## config.mk

```make
export PLATFORM = sky130hd
export DESIGN_NAME = sampled_history
export DESIGN_NICKNAME = d
export VERILOG_FILES = /design/src/rtl/sysfn_pkg.sv /design/src/rtl/sat_counter.sv /design/src/rtl/sampled_history.sv
export SDC_FILE = /design/constraint.sdc
export NUM_CORES = 1
export LEC_CHECK = 0
export CAP_MARGIN = 20
export CORE_MARGIN = 5
export CORE_UTILIZATION = 50
export CTS_BUF_LIST = sky130_fd_sc_hd__clkbuf_8
export DETAILED_ROUTE_END_ITERATION = 10
export DONT_BUFFER_PORTS = 1
export PLACE_DENSITY = 0.72
export SYNTH_ARGS = -nofsm -noshare
export SYNTH_HDL_FRONTEND = slang
export SYNTH_SLANG_ARGS = --single-unit
export TNS_END_PERCENT = 1
```

## constraint.sdc

```tcl
create_clock -name clk -period 2.8 [get_ports clk]
set_input_delay 0.56 -clock clk [delete_from_list [all_inputs] [get_ports clk]]
set_output_delay 0.56 -clock clk [all_outputs]
set_load 0.02 [all_outputs]
```

## src/rtl/sysfn_pkg.sv

```systemverilog
// Shared types for the sampled-value history tracker and the system-function checker stage.
package sysfn_pkg;

    typedef enum logic [1:0] {
        EMPTY   = 2'd0,
        FIRST   = 2'd1,
        FILLING = 2'd2,
        READY   = 2'd3
    } hist_state_e;

    typedef struct packed {
        logic rose;
        logic fell;
        logic changed;
        logic stable;
    } sample_flags_t;

endpackage

```

## src/rtl/sat_counter.sv

```systemverilog
// Saturating up-counter; holds at all-ones instead of wrapping.
module sat_counter #(
    parameter int CW = 16
) (
    input  logic          clk,
    input  logic          rst,
    input  logic          inc,
    output logic [CW-1:0] count
);

    logic [CW-1:0] count_q;
    logic [CW-1:0] count_d;

    always_comb begin
        count_d = count_q;
        if (inc && (count_q != '1)) begin
            count_d = count_q + CW'(1);
        end
    end

    always_ff @(posedge clk) begin
        if (rst) begin
            count_q <= '0;
        end else begin
            count_q <= count_d;
        end
    end

    assign count = count_q;

endmodule

```

## src/rtl/sampled_history.sv

```systemverilog
// Registers din on sample_en and exposes $past/$rose/$fell/$stable/$changed equivalents as registers.
//   state   | meaning
//   EMPTY   | nothing sampled since reset
//   FIRST   | cur_q valid, no history yet
//   FILLING | history partially valid, fill < DEPTH
//   READY   | history full, stays here until rst
module sampled_history
    import sysfn_pkg::*;
#(
    parameter int W     = 8,
    parameter int DEPTH = 4,
    parameter int CW    = 16
) (
    input  logic                       clk,
    input  logic                       rst,
    input  logic                       sample_en,
    input  logic [W-1:0]               din,
    input  logic [$clog2(DEPTH)-1:0]   past_sel,
    output logic [W-1:0]               cur_q,
    output logic [W-1:0]               past_q,
    output logic                       rose,
    output logic                       fell,
    output logic                       changed,
    output logic                       stable,
    output logic [$clog2(DEPTH+1)-1:0] fill,
    output logic                       ready,
    output logic [CW-1:0]              change_count
);

    localparam int FW = $clog2(DEPTH + 1);

    hist_state_e   state_q, state_d;
    logic [FW-1:0] fill_q, fill_d;
    sample_flags_t flags_q, flags_d;
    logic [W-1:0]  hist_q [DEPTH];
    logic [W-1:0]  prev;

    always_comb begin
        state_d = state_q;
        fill_d  = fill_q;
        flags_d = flags_q;
        // Until something has been sampled, the past value reads as zero like $past.
        prev    = (state_q == EMPTY) ? '0 : cur_q;
        if (sample_en) begin
            flags_d.changed = (din !== prev);
            flags_d.rose    = (din[0] === 1'b1) && (prev[0] === 1'b0);
            flags_d.fell    = (din[0] === 1'b0) && (prev[0] === 1'b1);
            flags_d.stable  = (state_q != EMPTY) && !flags_d.changed;
            case (state_q)
                EMPTY: state_d = FIRST;
                FIRST: begin
                    fill_d  = FW'(1);
                    state_d = FILLING;
                end
                FILLING: begin
                    fill_d = fill_q + FW'(1);
                    if (fill_d == FW'(DEPTH)) begin
                        state_d = READY;
                    end
                end
                default: state_d = state_q;
            endcase
        end
    end

    always_ff @(posedge clk) begin
        if (rst) begin
            state_q <= EMPTY;
            fill_q  <= '0;
            flags_q <= '0;
            cur_q   <= '0;
            for (int i = 0; i < DEPTH; i++) begin
                hist_q[i] <= '0;
            end
        end else begin
            state_q <= state_d;
            fill_q  <= fill_d;
            flags_q <= flags_d;
            if (sample_en) begin
                cur_q     <= din;
                hist_q[0] <= cur_q;
                for (int i = 1; i < DEPTH; i++) begin
                    hist_q[i] <= hist_q[i-1];
                end
            end
        end
    end

    // Entries at or beyond fill are not yet valid and read as zero.
    always_comb begin
        past_q = '0;
        if (FW'(past_sel) < fill_q) begin
            past_q = hist_q[past_sel];
        end
    end

    sat_counter #(.CW(CW)) u_change_cnt (
        .clk   (clk),
        .rst   (rst),
        .inc   (sample_en && flags_d.changed),
        .count (change_count)
    );

    assign rose    = flags_q.rose;
    assign fell    = flags_q.fell;
    assign changed = flags_q.changed;
    assign stable  = flags_q.stable;
    assign fill    = fill_q;
    assign ready   = (fill_q == FW'(DEPTH));

endmodule

```

==> metrics.log, run 1 <==
[metrics] type of the setup path with the least slack: reg2reg
[metrics] maximum root-to-sink buffer count: 2
[metrics] slew of the pin with the lowest slew margin: 682 ps
[metrics] chip width: 91.6 um
[metrics] Mapped Area: 0.00333 mm2
[metrics] final-report setup violation count: 0
[metrics] Ys Warns: 0
[metrics] Clk Tree Root Cell: sky130_fd_sc_hd__clkbuf_8
[metrics] Max-Cap Viols: 0
[metrics] PortBufs: 0
[metrics] post-cts hold buffer count: 0
[metrics] capturing element type of the critical path: flip-flop
[metrics] sum of overflow across all layers after global routing: 0
[metrics] routed via count: between 2k and 2.5k
[metrics] I/O Pins: 53
[metrics] cell area after placement: 0.00336 mm2
[metrics] TritonCTS clock tree: done
[metrics] fraction of final layout cells sized beyond drive strength 1: 0.135
[metrics] power density over the cells: 587 mW/mm2
[metrics] number of antenna violations at the first check in global routing: 0
[metrics] layout overhead on the synthesized area: 7.37%
[metrics] most used flip-flop cell after synthesis: sky130_fd_sc_hd__dfxtp_1
[metrics] vias in the first global route: 1980
[metrics] number of clock buffers inserted by TritonCTS: 9
[metrics] average footprint of a synthesized cell: 11.2 um2
[metrics] number of nets in the layout: between 300 and 400
[metrics] final wirelength: 6.25 mm
[metrics] Diodes inserted: 0
[metrics] post-synth net total: 321
[metrics] Detailed Routing Iterations Pass 1: 5
[metrics] initial core utilization: 0.518
[metrics] Yosys cell types: 45
[metrics] count of mapped cells out of synthesis: 297
[metrics] maximum vdd ir drop: approximately 0.00033 V
[metrics] global-route wire length before repair: 10.1 mm
[metrics] highest clock frequency the design can meet: 389 MHz
[metrics] Hold Path Stages: 1
[metrics] final design area excluding fillers: 0.00357 mm2
[metrics] global-route usage over all layers: 0.153
[metrics] Avg Vias per Cell: 5.66
[metrics] CTS sink cnt: 65
[metrics] GPL Wtd Cong: 0.806
[metrics] maximum number of pins on one net before global-route repair: between 40 and 50
[metrics] Floorplan Core Area: 0.00642 mm2
[metrics] number of gates resized after cts: 0
[metrics] post-route minimum period: between 2000 and 3000 ps
[metrics] count of flip-flops with a built-in enable after synthesis: 32
[metrics] sequential cell area fraction in the yosys report: 0.487
[metrics] final routed wire length divided by cell count: roughly 16 um
[metrics] crit share post-route: 0.918
[metrics] number of synthesized register bits: between 60 and 70
[metrics] Post-CTS Setup Bufs: 0
[metrics] path class of the lowest-slack min-delay path: in2reg
[metrics] Fin. Hold Viols: 0
[metrics] overall die area: 0.00839 mm2
[metrics] Setup TNS Final: 0 ps
[metrics] Worst Clk Skew: 9.24 ps
[metrics] Async SR Flop Fraction: 0
[metrics] setup repair after global routing missed its margin: no
[metrics] LEAKAGE: between 0.001 and 0.0015 uW
[metrics] height of the die: 91.6 um
[metrics] floorplan row count: 29
[metrics] HPWL reported at the end of detailed placement: around 4.3 mm
[metrics] worst-path fanout max: 21
[metrics] remaining max-slew budget at the tightest pin: 0.546
[metrics] run status: completed
[metrics] length in cells of the worst reg-to-reg path: 11
[metrics] clk_lat worst skew: around 340 ps
[metrics] arrival time at the worst endpoint: between 2000 and 3000 ps
[metrics] CP Launch Type: flip-flop
[metrics] clk slew on worst S/H paths: approximately 70 ps
[metrics] count of final max-slew check failures: 0
[metrics] required arrival time at the worst endpoint: 3020 ps
[metrics] ANT nets after route: 0
[metrics] DRC violations left: 0
[metrics] number of DRC markers after the initial detailed-route iteration: 108
[metrics] total number of H-tree levels: 3
[layout make-up]
cell class                      instances  area (um2)
Clock buffer                            9         124
Tap cell                               77        96.3
Inverter                               13        48.8
Fill cell                             529        2850
Clock inverter                          6        85.1
Timing Repair Buffer                    6        45.0
Multi-Input combinational cell        205        1550
Sequential cell                        65        1620
[critical path, cell delays in order, from the launching register on]
cell and delay (ps):
sky130_fd_sc_hd__dfxtp_1 340, sky130_fd_sc_hd__inv_1 90, sky130_fd_sc_hd__ha_1 350, sky130_fd_sc_hd__inv_1 130, sky130_fd_sc_hd__nand2_1 110, sky130_fd_sc_hd__inv_1 50
sky130_fd_sc_hd__ha_1 270, sky130_fd_sc_hd__nand4_1 130, sky130_fd_sc_hd__o21ai_2 80, sky130_fd_sc_hd__buf_4 200, sky130_fd_sc_hd__nor4b_1 360, sky130_fd_sc_hd__mux2_1 350
[metal layers]
layer,GRT usage,routed length (um)
met2,0.211,2630
met5,0,0
met1,0.212,3050
met4,0.0603,129
met3,0.0636,442
[per-stage QoR]
stage	utilization	setup slack (ps)	hold WS, ps	total power, uW	instances
after CTS	0.556	219	265	2130	381
after global routing	0.556	48.6	266	2200	381
final	0.556	229	295	2100	381
after floorplan	-	500	511	1260	297
after global placement	0.524	359	518	1270	366
after detailed placement	0.524	233	534	1280	366
[cells in the final DEF (no fill, tap or decap), types with 2 or more instances in the layout]
master,netlist,final
sky130_fd_sc_hd__and2_1,33,33
sky130_fd_sc_hd__dfxtp_1,33,33
sky130_fd_sc_hd__edfxtp_1,32,32
sky130_fd_sc_hd__nor2_1,27,27
sky130_fd_sc_hd__nor2b_1,16,16
sky130_fd_sc_hd__inv_1,13,14
sky130_fd_sc_hd__nand2_1,13,13
sky130_fd_sc_hd__mux2i_1,12,12
sky130_fd_sc_hd__ha_1,11,11
sky130_fd_sc_hd__mux2_1,9,9
sky130_fd_sc_hd__clkbuf_8,3,9
sky130_fd_sc_hd__a21oi_1,8,8
sky130_fd_sc_hd__mux4_2,8,8
sky130_fd_sc_hd__nor4_1,7,7
sky130_fd_sc_hd__nand4_1,6,6
sky130_fd_sc_hd__nand2b_1,6,6
sky130_fd_sc_hd__buf_4,0,6
sky130_fd_sc_hd__or4_1,5,5
sky130_fd_sc_hd__o21ai_0,4,4
sky130_fd_sc_hd__nand3_1,4,4
sky130_fd_sc_hd__o31ai_1,4,4
sky130_fd_sc_hd__a211oi_1,3,3
sky130_fd_sc_hd__and2b_2,3,3
sky130_fd_sc_hd__nor3_1,3,3
sky130_fd_sc_hd__nor3b_1,2,2
sky130_fd_sc_hd__nand2b_2,2,2
sky130_fd_sc_hd__nor4b_1,2,2
sky130_fd_sc_hd__clkinv_4,0,2
sky130_fd_sc_hd__bufinv_16,0,2
[cells by family after synthesis]
kind of cell,Yosys count,share of synthesized area
adder cells (fa/ha/maj),11,0.0414
flip-flops,65,0.487
AO/OA/AOI/OAI,26,0.0605
multiplexers,29,0.121
XOR/XNOR,2,0.00526
buffers and inverters,27,0.0462
AND/OR/NAND/NOR,137,0.239
[synthesized netlist by cell type, drive strengths merged, types with 2 or more instances]
cell	n	area, um2
and2	33	206
dfxtp	33	661
edfxtp	32	961
nor2	28	108
nor2b	16	100
inv	13	48.8
nand2	13	48.8
mux2i	12	120
clkbuf	11	71.3
ha	11	138
mux2	9	101
nand2b	9	68.8
a21oi	8	40.0
mux4	8	180
nor4	8	56.3
nand4	6	37.5
nand3	5	30.0
o21ai	5	28.8
o31ai	5	42.5
or4	5	37.5
and2b	4	33.8
a211oi	3	22.5
buf	3	33.8
nor3	3	15.0
nor3b	2	15.0
nor4b	2	17.5
[state kept, by name, summed over array words and instances, names as in the netlist]
| register | flops |
|---|---|
| fell | 1 |
| rose | 1 |
| fill | 3 |
| changed | 1 |
| state_q | 2 |
| hist_q | 32 |
| stable | 1 |
| cur_q | 8 |
| u_change_cnt.count | 16 |
[power breakdown]
group / leakage (uW) / total (uW) / switching [uW] / internal (uW)
Sequential: 0.000624 / 1100 / 51.6 / 1040
Clock: 0.000108 / 842 / 349 / 493
Combinational: 0.000636 / 162 / 80.9 / 81.2
Total: 0.00137 / 2100 / 481 / 1620
[final timing paths]
| path | from | to | slack [ps] |
|---|---|---|---|
| setup / recovery | state_q[0] | u_change_cnt.count[7] | 230 |
| hold / removal | rst | u_change_cnt.count[12] | 300 |
| setup reg to reg | state_q[0] | u_change_cnt.count[7] | 230 |
| hold reg to reg | hist_q[2][1] | hist_q[3][1] | 550 |
No activity file was read; power rests on OpenSTA's default activity.
==> run 2: changes to the inputs <==
--- a/config.mk
+++ b/config.mk
@@ -6,7 +6,6 @@
 export NUM_CORES = 1
 export LEC_CHECK = 0
 export CAP_MARGIN = 20
-export CORE_MARGIN = 5
 export CORE_UTILIZATION = 50
 export CTS_BUF_LIST = sky130_fd_sc_hd__clkbuf_8
 export DETAILED_ROUTE_END_ITERATION = 10
==> run 2 against run 1 <==
Clock-buffer cell count rose by 1. Clock power grew 4.0%. Sequential share of layout area barely moved. Maximum frequency up 0.28%. Setup slack better by 7.2 ps. Critical path depth is the same. First-iteration DRC count rose by 50%. Final cell count did not move.
==> metrics.log, run 2 (synthesized netlist as in run 1, its figures left out) <==
[metrics] crit share post-route: 0.916
[metrics] sum of overflow across all layers after global routing: 0
[metrics] post-route minimum period: between 2000 and 3000 ps
[metrics] floorplan row count: 29
[metrics] CTS sink cnt: 65
[metrics] capturing element type of the critical path: flip-flop
[metrics] worst setup slack after layout: 236 ps
[metrics] area of combinational cells with multiple inputs: approximately 0.0016 mm2
[metrics] slew of the pin with the lowest slew margin: about 560 ps
[metrics] Floorplan Core Area: 0.00639 mm2
[metrics] clk_lat worst skew: 340 ps
[metrics] ANT nets after route: 0
[metrics] Worst Clk Skew: 7.89 ps
[metrics] path class of the lowest-slack min-delay path: in2reg
[metrics] maximum number of pins on one net before global-route repair: 45
[metrics] height of the die: between 80 and 90 um
[metrics] total length of routed met3 wires: 374 um
[metrics] flip-flop count of the largest register, all copies and words added: 32
[metrics] Detail Route met2 WL: 2.71 mm
[metrics] Biggest register: hist_q
[metrics] DRC violations left: 0
[metrics] Setup TNS Final: 0 ps
[metrics] GPL Wtd Cong: 0.790
[metrics] switching pwr: 490 uW
[metrics] arrival time at the worst endpoint: 2800 ps
[metrics] I/O Pins: 53
[metrics] maximum vdd ir drop: 0.000509 V
[metrics] total number of H-tree levels: 3
[metrics] Avg Vias per Cell: 5.62
[metrics] LEAKAGE: 0.00136 uW
[metrics] fraction of final layout cells sized beyond drive strength 1: 0.138
[metrics] Clk Tree Root Cell: sky130_fd_sc_hd__clkbuf_8
[metrics] number of DRC markers after the initial detailed-route iteration: 162
[metrics] type of the setup path with the least slack: reg2reg
[metrics] register area: 0.00162 mm2
[metrics] number of antenna violations at the first check in global routing: 0
[metrics] clk slew on worst S/H paths: ~70 ps
[metrics] chip width: 83.6 um
[metrics] overall die area: 0.00699 mm2
[metrics] cell breakdown of the critical path: inv_1, ha_1, inv_1, nand2_1, inv_1, ha_1, nand4_1, o21ai_2, buf_4, nor4b_1, mux2_1
[metrics] register-to-register path setup slack: 240 ps
[metrics] final-report setup violation count: 0
[metrics] crit-path most repeated cell: sky130_fd_sc_hd__inv_1
[metrics] count of final max-slew check failures: 0
[metrics] worst slack, placed: 245 ps
[metrics] remaining max-slew budget at the tightest pin: 0.622
[metrics] post-cts hold buffer count: 0
[metrics] HPWL reported at the end of detailed placement: about 4.2 mm
[metrics] Detailed Routing Iterations Pass 1: 4
[metrics] run status: completed
[metrics] sw frac: 0.230
[metrics] share of total power in the clock network: 0.411
[metrics] cell family with the largest share of critical-path delay: simple AND/OR/NAND/NOR gates
[metrics] highest metal layer used by the detailed router: met4
[metrics] worst-path fanout max: 21
[metrics] maximum root-to-sink buffer count: 2
[metrics] worst path bufs/invs: 4
[metrics] number of clock buffers inserted by TritonCTS: 9
[metrics] design internal power: between 1500 and 2000 uW
[metrics] routed via count: 2143
[metrics] Seq pwr share: 0.514
[metrics] Comb power frac: 0.076
[metrics] global-route wire length before repair: between 9 and 10 mm
[metrics] final routed wire length divided by cell count: 16.0 um
[metrics] initial core utilization: 0.521
[metrics] final wirelength: around 6.1 mm
[metrics] number of nets in the layout: ~320
[metrics] TritonCTS clock tree: done
[metrics] PortBufs: 0
[metrics] CP Launch Type: flip-flop
[metrics] number of gates resized after cts: 0
[metrics] power density over the cells: 597 mW/mm2
[metrics] setup repair after global routing missed its margin: no
[metrics] Fin. Hold Viols: 0
[metrics] Diodes inserted: 0
[metrics] Post-CTS Setup Bufs: 0
[metrics] global-route usage over all layers: 0.184
[metrics] length of routed wiring on met1: 2.90 mm
[metrics] layout overhead on the synthesized area: 7.44%
[metrics] commonest cells after routing, fill and taps aside: 33 x sky130_fd_sc_hd__and2_1, 33 x sky130_fd_sc_hd__dfxtp_1, 32 x sky130_fd_sc_hd__edfxtp_1
[metrics] highest clock frequency the design can meet: 390 MHz
[metrics] required arrival time at the worst endpoint: 3030 ps
[metrics] filler instances: 547
[metrics] Max-Cap Viols: 0
[metrics] stage delay of the slowest cell on the critical path: 350 ps
[metrics] vias in the first global route: just over 2k
[metrics] cell with the largest stage delay on the worst path: sky130_fd_sc_hd__nor4b_1
## run 2: cell count changes in the layout (fill, tap and decap cells not counted)
cell,previous run,this run
sky130_fd_sc_hd__buf_4,6,5
sky130_fd_sc_hd__clkbuf_8,9,10
sky130_fd_sc_hd__clkinv_2,0,2
sky130_fd_sc_hd__clkinv_4,2,0
sky130_fd_sc_hd__clkinvlp_4,0,1
sky130_fd_sc_hd__inv_1,14,13
## run 2: area by class of cell
| type | count | area share |
|---|---|---|
| Inverter | 13 | 0.0136 |
| Timing Repair Buffer | 5 | 0.0105 |
| Multi-Input combinational cell | 205 | 0.434 |
| Clock buffer | 10 | 0.0385 |
| Clock inverter | 6 | 0.0227 |
| Sequential cell | 65 | 0.453 |
| Tap cell | 77 | 0.0269 |
## run 2: final timing paths
kind	start	to	cells after the start
worst min register to register	state_q[0]	state_q[0]	2
worst min-delay path	rst	u_change_cnt.count[6]	1
worst max register to register	state_q[0]	u_change_cnt.count[3]	11
worst max-delay path	state_q[0]	u_change_cnt.count[3]	11
## run 2: power by group through the flow
stage | Clock, uW | Combinational (uW) | Sequential [uW]
after floorplan | 0 | 162 | 1100
after global placement | 0 | 158 | 1120
after detailed placement | 0 | 163 | 1120
after CTS | 896 | 164 | 1100
after global routing | 935 | 181 | 1100
final | 876 | 162 | 1100
## run 2: per-stage QoR
| stage | total power (uW) | util | area (um2) | std cells | hold WS, ps |
|---|---|---|---|---|---|
| after floorplan | 1260 | - | 3330 | 297 | 511 |
| after global placement | 1270 | 0.526 | 3360 | 365 | 519 |
| after detailed placement | 1280 | 0.526 | 3360 | 365 | 532 |
| after CTS | 2160 | 0.560 | 3580 | 381 | 265 |
| after global routing | 2220 | 0.560 | 3580 | 381 | 272 |
| final | 2130 | 0.560 | 3580 | 381 | 286 |
## run 2: worst register-to-register path, delay by kind of cell (launching register included)
family / cells / cell delay, ps
multiplexers: 1 / 350
buffers and inverters: 4 / 470
AND/OR/NAND/NOR: 3 / 610
AO/OA/AOI/OAI: 1 / 80
flip-flops: 1 / 340
adder cells (fa/ha/maj): 2 / 600
## run 2: routing by layer
layer,GRT usage,up-vias
li1,-,1064
met1,0.244,1019
met2,0.270,51
met3,0.0732,9
met4,0.0693,0
met5,0,-
